===== config.mk =====
export PLATFORM = sky130hd
export DESIGN_NAME = vga_sync_timing
export DESIGN_NICKNAME = d
export VERILOG_FILES = /design/src/rtl/vga_sync_timing.sv
export SDC_FILE = /design/constraint.sdc
export NUM_CORES = 1
export LEC_CHECK = 0
export ABC_AREA = 1
export CORE_ASPECT_RATIO = 0.6
export CORE_MARGIN = 2
export CORE_UTILIZATION = 34
export DETAILED_ROUTE_END_ITERATION = 6
export GPL_TIMING_DRIVEN = 0
export MAX_ROUTING_LAYER = met4
export PLACE_DENSITY = 0.54
export RECOVER_POWER = 25
export SYNTH_ARGS = -nofsm -noshare
export SYNTH_HDL_FRONTEND = slang
export SYNTH_SLANG_ARGS = --single-unit

===== constraint.sdc =====
create_clock -name Clk -period 4.2 [get_ports Clk]
set_input_delay 0.42 -clock Clk [delete_from_list [all_inputs] [get_ports Clk]]
set_output_delay 0.42 -clock Clk [all_outputs]
set_load 0.005 [all_outputs]

===== src/rtl/vga_sync_timing.sv =====
// vga_sync_timing
//   Locks onto the frame-cycle count stream from the vertical counter
//   (two Clk per pixel plus one extra hold cycle per frame) and derives the
//   VGA timing signals. The count is tracked cycle by cycle. Any deviation
//   from the expected sequence drops lock and raises sync_err for one cycle.
//   Lock is regained at the next count of zero.
// Ports
//   Clk          in   clock
//   Reset        in   synchronous, active-high reset
//   cntVertical  in   frame-cycle count, 0..FRAME_LAST
//   pixel_tick   out  pixel_x/pixel_y advanced this cycle
//   pixel_x      out  horizontal position 0..H_TOT-1
//   pixel_y      out  vertical position 0..V_TOT-1
//   hsync        out  active-low horizontal sync
//   vsync        out  active-low vertical sync
//   video_on     out  inside the visible area
//   frame_start  out  one-cycle pulse, count 0 sampled while locked or locking
//   sync_err     out  one-cycle pulse, lock lost
// All outputs are registered: the values at cycle t+1 reflect cntVertical
// as it was sampled at cycle t.
module vga_sync_timing #(
  parameter int CNT_W      = 20,
  parameter int FRAME_LAST = 840000,
  parameter int H_VIS      = 640,
  parameter int H_FP       = 16,
  parameter int H_SYNC     = 96,
  parameter int H_BP       = 48,
  parameter int V_VIS      = 480,
  parameter int V_FP       = 10,
  parameter int V_SYNC     = 2,
  parameter int V_BP       = 33
) (
  input  logic             Clk,
  input  logic             Reset,
  input  logic [CNT_W-1:0] cntVertical,
  output logic             pixel_tick,
  output logic [9:0]       pixel_x,
  output logic [9:0]       pixel_y,
  output logic             hsync,
  output logic             vsync,
  output logic             video_on,
  output logic             frame_start,
  output logic             sync_err
);

  localparam int H_TOT = H_VIS + H_FP + H_SYNC + H_BP;
  localparam int V_TOT = V_VIS + V_FP + V_SYNC + V_BP;

  localparam logic [CNT_W-1:0] LAST   = CNT_W'(FRAME_LAST);
  localparam logic [9:0]       H_LAST = 10'(H_TOT - 1);
  localparam logic [9:0]       V_LAST = 10'(V_TOT - 1);
  localparam logic [9:0]       H_VISL = 10'(H_VIS);
  localparam logic [9:0]       V_VISL = 10'(V_VIS);
  localparam logic [9:0]       HS_LO  = 10'(H_VIS + H_FP);
  localparam logic [9:0]       HS_HI  = 10'(H_VIS + H_FP + H_SYNC - 1);
  localparam logic [9:0]       VS_LO  = 10'(V_VIS + V_FP);
  localparam logic [9:0]       VS_HI  = 10'(V_VIS + V_FP + V_SYNC - 1);

  typedef enum logic {UNLOCKED, LOCKED} state_t;

  state_t           state, stateNext;
  logic [CNT_W-1:0] expCnt, expNext;
  logic [9:0]       hNext, vNext;
  logic             tickNext, fsNext, errNext;
  logic             hsyncNext, vsyncNext, videoNext;
  logic             lockNext;

  // pixel_x/pixel_y are the h/v counters themselves.
  always_ff @(posedge Clk) begin
    if (Reset) begin
      state       <= UNLOCKED;
      expCnt      <= '0;
      pixel_x     <= '0;
      pixel_y     <= '0;
      pixel_tick  <= 1'b0;
      frame_start <= 1'b0;
      sync_err    <= 1'b0;
      hsync       <= 1'b1;
      vsync       <= 1'b1;
      video_on    <= 1'b0;
    end else begin
      state       <= stateNext;
      expCnt      <= expNext;
      pixel_x     <= hNext;
      pixel_y     <= vNext;
      pixel_tick  <= tickNext;
      frame_start <= fsNext;
      sync_err    <= errNext;
      hsync       <= hsyncNext;
      vsync       <= vsyncNext;
      video_on    <= videoNext;
    end
  end

  always_comb begin
    stateNext = state;
    expNext   = expCnt;
    hNext     = pixel_x;
    vNext     = pixel_y;
    tickNext  = 1'b0;
    fsNext    = 1'b0;
    errNext   = 1'b0;
    case (state)
      UNLOCKED: begin
        hNext = '0;
        vNext = '0;
        if (cntVertical == '0) begin
          stateNext = LOCKED;
          expNext   = CNT_W'(1);
          tickNext  = 1'b1;
          fsNext    = 1'b1;
        end
      end
      LOCKED: begin
        if (cntVertical != expCnt) begin
          stateNext = UNLOCKED;
          errNext   = 1'b1;
          hNext     = '0;
          vNext     = '0;
        end else begin
          expNext = (expCnt == LAST) ? '0 : expCnt + CNT_W'(1);
          // Pixels advance on even counts only; the terminal count is the
          // extra hold cycle and leaves h/v at the last pixel.
          if (!cntVertical[0] && cntVertical < LAST) begin
            tickNext = 1'b1;
            if (cntVertical == '0) begin
              hNext  = '0;
              vNext  = '0;
              fsNext = 1'b1;
            end else if (pixel_x == H_LAST) begin
              hNext = '0;
              vNext = (pixel_y == V_LAST) ? '0 : pixel_y + 10'd1;
            end else begin
              hNext = pixel_x + 10'd1;
            end
          end
        end
      end
      default: stateNext = UNLOCKED;
    endcase

    // Decode from the next h/v so the syncs line up with pixel_x/pixel_y;
    // while unlocked every output sits at its reset value.
    lockNext  = (stateNext == LOCKED);
    hsyncNext = !(lockNext && hNext >= HS_LO && hNext <= HS_HI);
    vsyncNext = !(lockNext && vNext >= VS_LO && vNext <= VS_HI);
    videoNext = lockNext && hNext < H_VISL && vNext < V_VISL;
  end

endmodule

==> run summary <==
run status - complete, no violations
worst-margin pin slew - 0.681 ns
Synth Area per Inst - 5.79 um^2
post-route insts no fill - 777
CTS tree - done
Slew headroom - 54.6%
root buffer cell - clkbuf_16
WP data arrival - 2.92 ns
die height - 81.5 um
fillers - 1074
vias after detailed routing - 3988
max incr delay on CP - 0.51 ns
total CTS buffers - 5
Ys Warns - 0
per-cell routed wire length - 15.4 um
cts hold-fix bufs - 0
fmax - 365 MHz
largest net degree at the start of global routing - 16
DR vias/cell - 5.13
CP delay by family, top - simple AND/OR/NAND/NOR gates
clk buf depth - 2
period utilization - 65.3%
ant diodes - 0
GRT Overall Usage - 23.2%
Final #Nets - 668
global route overflow - 0
Initial Util - 34.7%
synthesized area - 0.00340 mm^2
commonest cells after routing, fill and taps aside - nand2_1 (185), nor2_1 (89), inv_1 (68)
clock sink count - 47
IO Count - 48
Netlist cell types - 38
RePlAce Congestion - 0.925
multi-input logic area - 0.00210 mm^2
Core Rows - 28
Final Hold Fails - 0
power consumption - 0.000927 W
cells after synthesis - 588
DR pass1 iterations - 5
#FFs+latches synth - 47
routed wire length - 12000 um
Port Buffers - 46
core footprint - 0.00981 mm^2
unrepaired setup endpoints after global routing - false
H-tree Lvls - 2
Worst-Skew Late Latency - 0.29 ns
Cells after DPL - 769
post-CTS setup buffers - 0
CP endpoint kind - register
max_cap viols - 0
Resize count post-CTS - 0
vias in the first global route - 3460
total die area - 0.0109 mm^2
area added between synthesis and finish - 22.7%
power per cell area - 222 mW/mm^2
EDFF count, synth - 0
die width - 133 um
Detail Placement HPWL - 9390 um
first-pass GRT wire length - 18700 um
post-synthesis sequential area ratio - 27.6%
Buf/Inv on CP - 3
number of remaining DRC errors - 0
Fin Setup TNS - 0 ns
Worst path slowest cell - nand3_1
Sequential Area - 941 um^2
Most used DFF post-synth - dfxtp_1
proportion of layout cells with a drive suffix above 1 - 5.76%
number of antenna violations at the first check in global routing - 0
Leakage - 1.72 nW
syn nets - 615
Worst EP required - 4.38 ns
pins over their slew limit - 0
critical path fanouts, max - 10
commonest non-fill, non-tap cell in the layout - nand2_1
asr flop ratio synth - 0%
Clock Skew - 0.00226 ns
Post-DRT Antenna Nets - 0
final core occ - 42.6%
Worst setup SP type - primary input
# setup viols final - 0
DRT iter0 DRCs - 545
Worst VDD drop - 0.147 mV
crit-path cells - clkdlybuf4s50_1, inv_1, nand2_1, nor3_1, nand3_1, o21ai_0, inv_1, nand2_1, a21oi_1, nor2_1, nand2_1, nor2_1, nor2_1
minimum clock period - 2.74 ns
Worst Hold Class - register to register
crit path kind - primary input to register
clock slew at reported path FFs - 0.07 ns
-- metrics by stage --
stage	setup slack, ns	hold slack [ns]	area [um^2]
5_1_grt	1.23	0.558	4180
4_1_cts	1.59	0.533	4180
6_report	1.46	0.530	4180
2_1_floorplan	2.35	0.482	3400
3_5_place_dp	1.30	0.521	4030
3_3_place_gp	1.26	0.512	4030
-- cell type report --
class / instances / area share (%)
Timing Repair Buffer: 46 / 11.0
Multi-Input combinational cell: 451 / 50.4
Sequential cell: 47 / 22.5
Clock inverter: 3 / 0.449
Buffer: 10 / 1.41
Tap cell: 135 / 4.04
Clock buffer: 5 / 3.00
Inverter: 80 / 7.19
-- flip-flops by register name (all words and copies together), names as in the netlist --
| name | count |
|---|---|
| expCnt | 20 |
| pixel_x | 10 |
| pixel_y | 10 |
| frame_start | 1 |
| hsync | 1 |
| pixel_tick | 1 |
| state | 1 |
| sync_err | 1 |
| video_on | 1 |
| vsync | 1 |
-- final timing paths --
path / startpoint / end / slack [ns] / cells past startpoint
max: cntVertical[2] / video_on / 1.46 / 13
min: expCnt[11] / expCnt[11] / 0.53 / 2
max reg2reg: pixel_x[1] / video_on / 1.66 / 10
min reg2reg: expCnt[11] / expCnt[11] / 0.53 / 2
-- cells in the mapped netlist, drive strengths merged, types with 2 or more instances --
| master | n | area (um^2) |
|---|---|---|
| ha | 5 | 62.6 |
| nand3 | 49 | 255 |
| clkbuf | 4 | 15.0 |
| o21ai | 23 | 115 |
| nor3 | 25 | 136 |
| nand3b | 5 | 37.5 |
| inv | 79 | 297 |
| xnor2 | 8 | 70.1 |
| o31ai | 2 | 15.0 |
| a21oi | 19 | 98.9 |
| nand4 | 20 | 125 |
| nor2 | 91 | 352 |
| nor4 | 3 | 18.8 |
| buf | 6 | 43.8 |
| nand2 | 191 | 742 |
| dfxtp | 47 | 941 |
-- report_power, final --
group / internal, W / switching [W] / leakage, nW
combinational: 0.0000298 / 0.0000427 / 1.26
sequential: 0.000445 / 0.0000000000599 / 0.378
clock: 0.000221 / 0.000188 / 0.0740
total: 0.000696 / 0.000231 / 1.72
-- cell families after synthesis --
group / after synthesis / share of synthesized area (%)
adder cells (fa/ha/maj): 5 / 1.84
AO/OA/AOI/OAI: 51 / 8.31
buffers and inverters: 90 / 10.6
flip-flops: 47 / 27.6
AND/OR/NAND/NOR: 386 / 49.3
XOR/XNOR: 9 / 2.32
-- layer usage --
| layer | wire, um | part of all wire (%) | vias to the layer above | track usage [%] |
|---|---|---|---|---|
| met2 | 4100 | 34 | 175 | 28.9 |
| met3 | 1240 | 10 | 9 | 5.37 |
| met5 | 0 | 0 | - | - |
| met4 | 102 | 0.85 | 0 | 4.47 |
| li1 | - | - | 1995 | - |
| met1 | 6510 | 54 | 1809 | 36.5 |
-- tightest hold or removal path: stages, from the launching register on --
cell and delay, ns:
dfxtp_1 0.35, nand2_1 0.08, a21oi_1 0.05
(Power assumes the default switching activity.)
